$ cat config.mk
export PLATFORM = sky130hd
export DESIGN_NAME = ahb_reg_bank
export DESIGN_NICKNAME = d
export VERILOG_FILES = /design/src/rtl/ahb_reg_bank.sv
export SDC_FILE = /design/constraint.sdc
export NUM_CORES = 1
export LEC_CHECK = 0
export BUFFER_PORTS_ARGS = -buffer_cell sky130_fd_sc_hd__buf_2
export CAP_MARGIN = 0
export CORE_ASPECT_RATIO = 0.7
export CORE_MARGIN = 2
export CORE_UTILIZATION = 50
export CTS_CLUSTER_SIZE = 10
export DETAILED_ROUTE_END_ITERATION = 7
export PLACE_DENSITY_LB_ADDON = 0.3
export SYNTH_ARGS = -nofsm -noshare
export SYNTH_HDL_FRONTEND = slang
export SYNTH_SLANG_ARGS = --single-unit
$ cat constraint.sdc
create_clock -name ahb_clk -period 5.4 [get_ports ahb_clk]
set_input_delay 1.08 -clock ahb_clk [delete_from_list [all_inputs] [get_ports ahb_clk]]
set_output_delay 1.08 -clock ahb_clk [all_outputs]
set_load 0.02 [all_outputs]
$ cat src/rtl/ahb_reg_bank.sv
// Software-visible register bank behind the AHB slave front-end: ID, sticky
// event pending/mask with interrupt, read/write control words and live status words.
module ahb_reg_bank #(
    parameter int unsigned ADDR_WIDTH = 4,
    parameter int unsigned N_CTRL     = 4,
    parameter int unsigned N_STAT     = 4,
    parameter logic [31:0] ID_VALUE   = 32'hC0DE_0001
) (
    input  logic                    ahb_clk,
    input  logic                    ahb_resetn,
    input  logic [ADDR_WIDTH-1:0]   addr_reg,
    input  logic                    rd,
    input  logic                    wr,
    input  logic [31:0]             ahb_hwdata,
    output logic [31:0]             ahb_hrdata,
    input  logic [31:0]             ev_in,
    input  logic [32*N_STAT-1:0]    stat_in,
    output logic [32*N_CTRL-1:0]    ctrl_out,
    output logic [N_CTRL-1:0]       ctrl_wstb,
    output logic                    irq
);

    localparam int unsigned A_ID      = 0;
    localparam int unsigned A_PEND    = 1;
    localparam int unsigned A_MASK    = 2;
    localparam int unsigned CTRL_BASE = 3;
    localparam int unsigned STAT_BASE = 3 + N_CTRL;

    logic [31:0]        r_hrdata;
    logic [31:0]        r_ev_pend;
    logic [31:0]        r_ev_mask;
    logic [31:0]        r_ctrl [N_CTRL];
    logic [N_CTRL-1:0]  r_wstb;
    logic               r_irq;

    logic [31:0]        w_addr;
    logic               w_wr_pend;
    logic               w_wr_mask;
    logic [N_CTRL-1:0]  w_wr_ctrl;
    logic [31:0]        w_pend_next;
    logic [31:0]        w_mask_next;
    logic [31:0]        w_rdata;

    assign w_addr    = 32'(addr_reg);
    assign w_wr_pend = wr && (w_addr == A_PEND);
    assign w_wr_mask = wr && (w_addr == A_MASK);

    always_comb begin
        w_wr_ctrl = '0;
        for (int k = 0; k < int'(N_CTRL); k++) begin
            w_wr_ctrl[k] = wr && (w_addr == CTRL_BASE + 32'(k));
        end
    end

    // New event pulses override a software clear of the same bit.
    assign w_pend_next = (r_ev_pend & ~(w_wr_pend ? ahb_hwdata : 32'h0)) | ev_in;
    assign w_mask_next = w_wr_mask ? ahb_hwdata : r_ev_mask;

    // Read mux uses pre-write state, so a colliding rd/wr returns the old value.
    always_comb begin
        w_rdata = '0;
        if (w_addr == A_ID) begin
            w_rdata = ID_VALUE;
        end else if (w_addr == A_PEND) begin
            w_rdata = r_ev_pend;
        end else if (w_addr == A_MASK) begin
            w_rdata = r_ev_mask;
        end
        for (int k = 0; k < int'(N_CTRL); k++) begin
            if (w_addr == CTRL_BASE + 32'(k)) begin
                w_rdata = r_ctrl[k];
            end
        end
        for (int k = 0; k < int'(N_STAT); k++) begin
            if (w_addr == STAT_BASE + 32'(k)) begin
                w_rdata = stat_in[32*k +: 32];
            end
        end
    end

    always_ff @(posedge ahb_clk) begin
        if (!ahb_resetn) begin
            r_hrdata  <= '0;
            r_ev_pend <= '0;
            r_ev_mask <= '0;
            r_wstb    <= '0;
            r_irq     <= 1'b0;
            for (int k = 0; k < int'(N_CTRL); k++) begin
                r_ctrl[k] <= '0;
            end
        end else begin
            if (rd) begin
                r_hrdata <= w_rdata;
            end
            r_ev_pend <= w_pend_next;
            r_ev_mask <= w_mask_next;
            r_irq     <= |(w_pend_next & w_mask_next);
            r_wstb    <= w_wr_ctrl;
            for (int k = 0; k < int'(N_CTRL); k++) begin
                if (w_wr_ctrl[k]) begin
                    r_ctrl[k] <= ahb_hwdata;
                end
            end
        end
    end

    for (genvar g = 0; g < int'(N_CTRL); g++) begin : g_ctrl_out
        assign ctrl_out[32*g +: 32] = r_ctrl[g];
    end

    assign ahb_hrdata = r_hrdata;
    assign ctrl_wstb  = r_wstb;
    assign irq        = r_irq;

endmodule

==> metrics <==
largest area contributor in the netlist=edfxtp_1; DRC Markers=0; post-CTS setup repair buffer count=0; Die Ht=128 µm; final WL=40,000 µm; worst hold endpoint=ahb_hrdata[25]$_SDFFE_PN0P_; crit path kind=input pin to flip-flop; R2R cell count=6; Min-Delay Path Class=flip-flop to flip-flop; Routed Antenna Nets=0; post-DP HPWL=28,700 µm; routability cong.=0.915; Pre-antenna DRT Iters=6; worst-path cell chain=buf_2, nor2b_2, nand2_1, nor2_2, buf_4, and2_1; Seq/Total Area, Yosys=0.531; Hold Path Stages=2; overall power=4.34 mW; global route overflow=0; fin crit period=3.64 ns; fin crit share=0.675; switching share of total power=0.272; post-cts resize count=0; CP max-delay cell=nor2_2; clock transition at the registers of the reported paths=0.06 ns; Static Leak=5.89 nW; fraction of layout cells with a size suffix above 1=0.322; crit-path max cell delay=0.76 ns; first-pass GRT wire length=57,900 µm; Critical R2R Capture=ahb_hrdata[12]$_SDFFE_PN0P_; CP max FO=40; top post-synthesis cells by area=edfxtp_1, dfxtp_1, and2_1; Skew-Pair Late Insertion Delay=0.53 ns; Final Slew Violations=0; Avg Cell Area, Syn=10.1 µm²; H-tree level count=1; vias in the first global route=9,551; pin count of the biggest net entering global routing=71; unrepaired setup endpoints after global routing=false; distinct cell type count after synthesis=50; Cell Pwr Density=313 nW/µm²; Netlist Area Pre-Place=11,000 µm²; async set-reset flop share out of synthesis=0; Inserted Diodes=0; core outline area=21,700 µm²; Max Clock Freq=0.275 GHz; Clock power frac=0.390; Reg power frac=0.463; Buf/Inv on CP=2; CTS root buffer=clkbuf_16; Port Buf Inserts=364; Slew @ Worst Pin=1.17 ns; EDFF count, synth=128; setup slack, reg-to-reg=3.70 ns; CP required=5.80 ns; Ys Warns=0; Area Growth Syn to Fin=25.3%; net count after synthesis=1,293; WHS=0.468 ns; outcome=finished, final reports clean; Hold Fails Final Rpt=0; fin util=0.639; max cap viols=0; P_int=3.16 mW; Setup-failing EPs final=0; WL/cell=23.3 µm; Post-synth top flop=edfxtp_1; CTS tree=built; clk sinks=229; # nets final=1,617; Comb pwr share=0.147; Clock Skews=0.00996 ns; I/O pins=365; max_slew headroom=0.219; Initial Util=0.510; Crit. End Element=flip-flop; worst r2r src=r_ctrl[2][12]$_SDFFCE_PN0P_; top post-synthesis cells by count=and2_1, edfxtp_1, nor2_1; TNS Setup=0 ns; Row Count=45; worst vdd ir=262 µV; Hold Crit Start=ahb_hrdata[25]$_SDFFE_PN0P_; number of synthesized register bits=229; CP delay by family, top=simple AND/OR/NAND/NOR gates; DR vias=10,551; die area=23,300 µm²; cell count after synthesis=1,093; initial antenna violation count=1; worst-case clock buffer depth=3; post-synth top area share=0.348; DR iter-0 viols=1,146; Num CTS Buffers=27; startpoint types=input pin; Critical Path AT=4.04 ns; Die Wd=182 µm; vias per cell=6.14; switching power=1.18 mW; overall track demand over capacity in global routing=0.329; hold buffer count at cts=0
kinds of logic after synthesis:
family          after synthesis  synth area share
buf+inv                     118            0.0459
flops                       229             0.531
compound gates              304             0.187
simple gates                375             0.172
mux                          67            0.0637
metrics by stage:
step,cells,worst slack [ns],cell area [µm²]
2_1_floorplan,1093,0.851,11000
6_report,1719,1.76,13800
5_1_grt,1719,1.55,13800
3_3_place_gp,1670,1.34,13000
4_1_cts,1719,1.74,13800
3_5_place_dp,1670,1.21,13000
final cells by class:
| cell class | instances | area, µm² |
|---|---|---|
| sequential | 229 | 5870 |
| clock buffer | 48 | 796 |
| multi-input combinational | 746 | 4730 |
| inverter | 27 | 101 |
| timing repair buffer | 386 | 1990 |
| clock inverter | 1 | 8.76 |
| fill | 1801 | 7830 |
| tap | 282 | 353 |
worst max path at each step:
| stage | startpoint | to | cells past startpoint |
|---|---|---|---|
| after global placement | addr_reg[1] | r_ctrl[3][18]$_SDFFCE_PN0P_ | 6 |
| after global routing | addr_reg[1] | r_ctrl[3][26]$_SDFFCE_PN0P_ | 6 |
| final | addr_reg[1] | r_ctrl[3][18]$_SDFFCE_PN0P_ | 6 |
| after floorplan | addr_reg[0] | r_ctrl[1][0]$_SDFFCE_PN0P_ | 5 |
| after CTS | addr_reg[1] | r_ctrl[3][26]$_SDFFCE_PN0P_ | 6 |
| after detailed placement | addr_reg[1] | r_ctrl[3][26]$_SDFFCE_PN0P_ | 6 |
power by group through the flow:
stage	Sequential, mW	Combinational (mW)	Clock [mW]
3_5_place_dp	2.04	0.630	0
5_1_grt	2.01	0.679	1.77
3_3_place_gp	2.04	0.623	0
6_report	2.01	0.640	1.69
2_1_floorplan	2.12	0.254	0
4_1_cts	2.00	0.633	1.69
placed cells by master (no fill, tap or decap), types with 3 or more instances in the layout:
cell	count
buf_2	364
and2_1	128
edfxtp_1	128
nor2_1	118
dfxtp_1	101
o21ai_0	60
nand2_1	53
mux2i_1	41
a31oi_1	37
o22ai_1	36
a22oi_1	32
a21oi_1	31
clkbuf_16	28
inv_1	26
mux2_2	26
buf_4	22
and3_1	19
clkbuf_1	18
nand2b_1	15
o221ai_1	15
a21boi_0	13
o32ai_1	13
nand3_1	12
o211ai_1	10
a221oi_1	10
nor2b_1	9
o22a_1	8
a222oi_1	7
o2bb2ai_1	5
nor2_2	5
a32oi_1	5
o2111ai_1	5
nor4_1	4
nor3_2	3
a221o_1	3
o21ai_1	3
metal layers:
| layer | vias to the layer above | global-route usage | part of all wire |
|---|---|---|---|
| met1 | 5059 | 0.465 | 0.41 |
| met2 | 728 | 0.512 | 0.44 |
| met3 | 89 | 0.0617 | 0.11 |
| met5 | - | 0 | 0.00040 |
| met4 | 2 | 0.115 | 0.034 |
| li1 | 4673 | - | - |
state kept, by name (all words and copies together), names as in the netlist:
signal	count
r_ctrl	128
ctrl_wstb	4
ahb_hrdata	32
r_ev_pend	32
irq	1
r_ev_mask	32
worst reg2reg max path, stage by stage (launching register included):
cell       delay, ns
edfxtp_1        0.37
mux2i_1         0.10
o2bb2ai_1       0.17
a21oi_1         0.09
a311oi_1        0.47
o221ai_1        0.24
a21oi_1         0.18
Note: power is estimated with default switching activity, not from simulation.
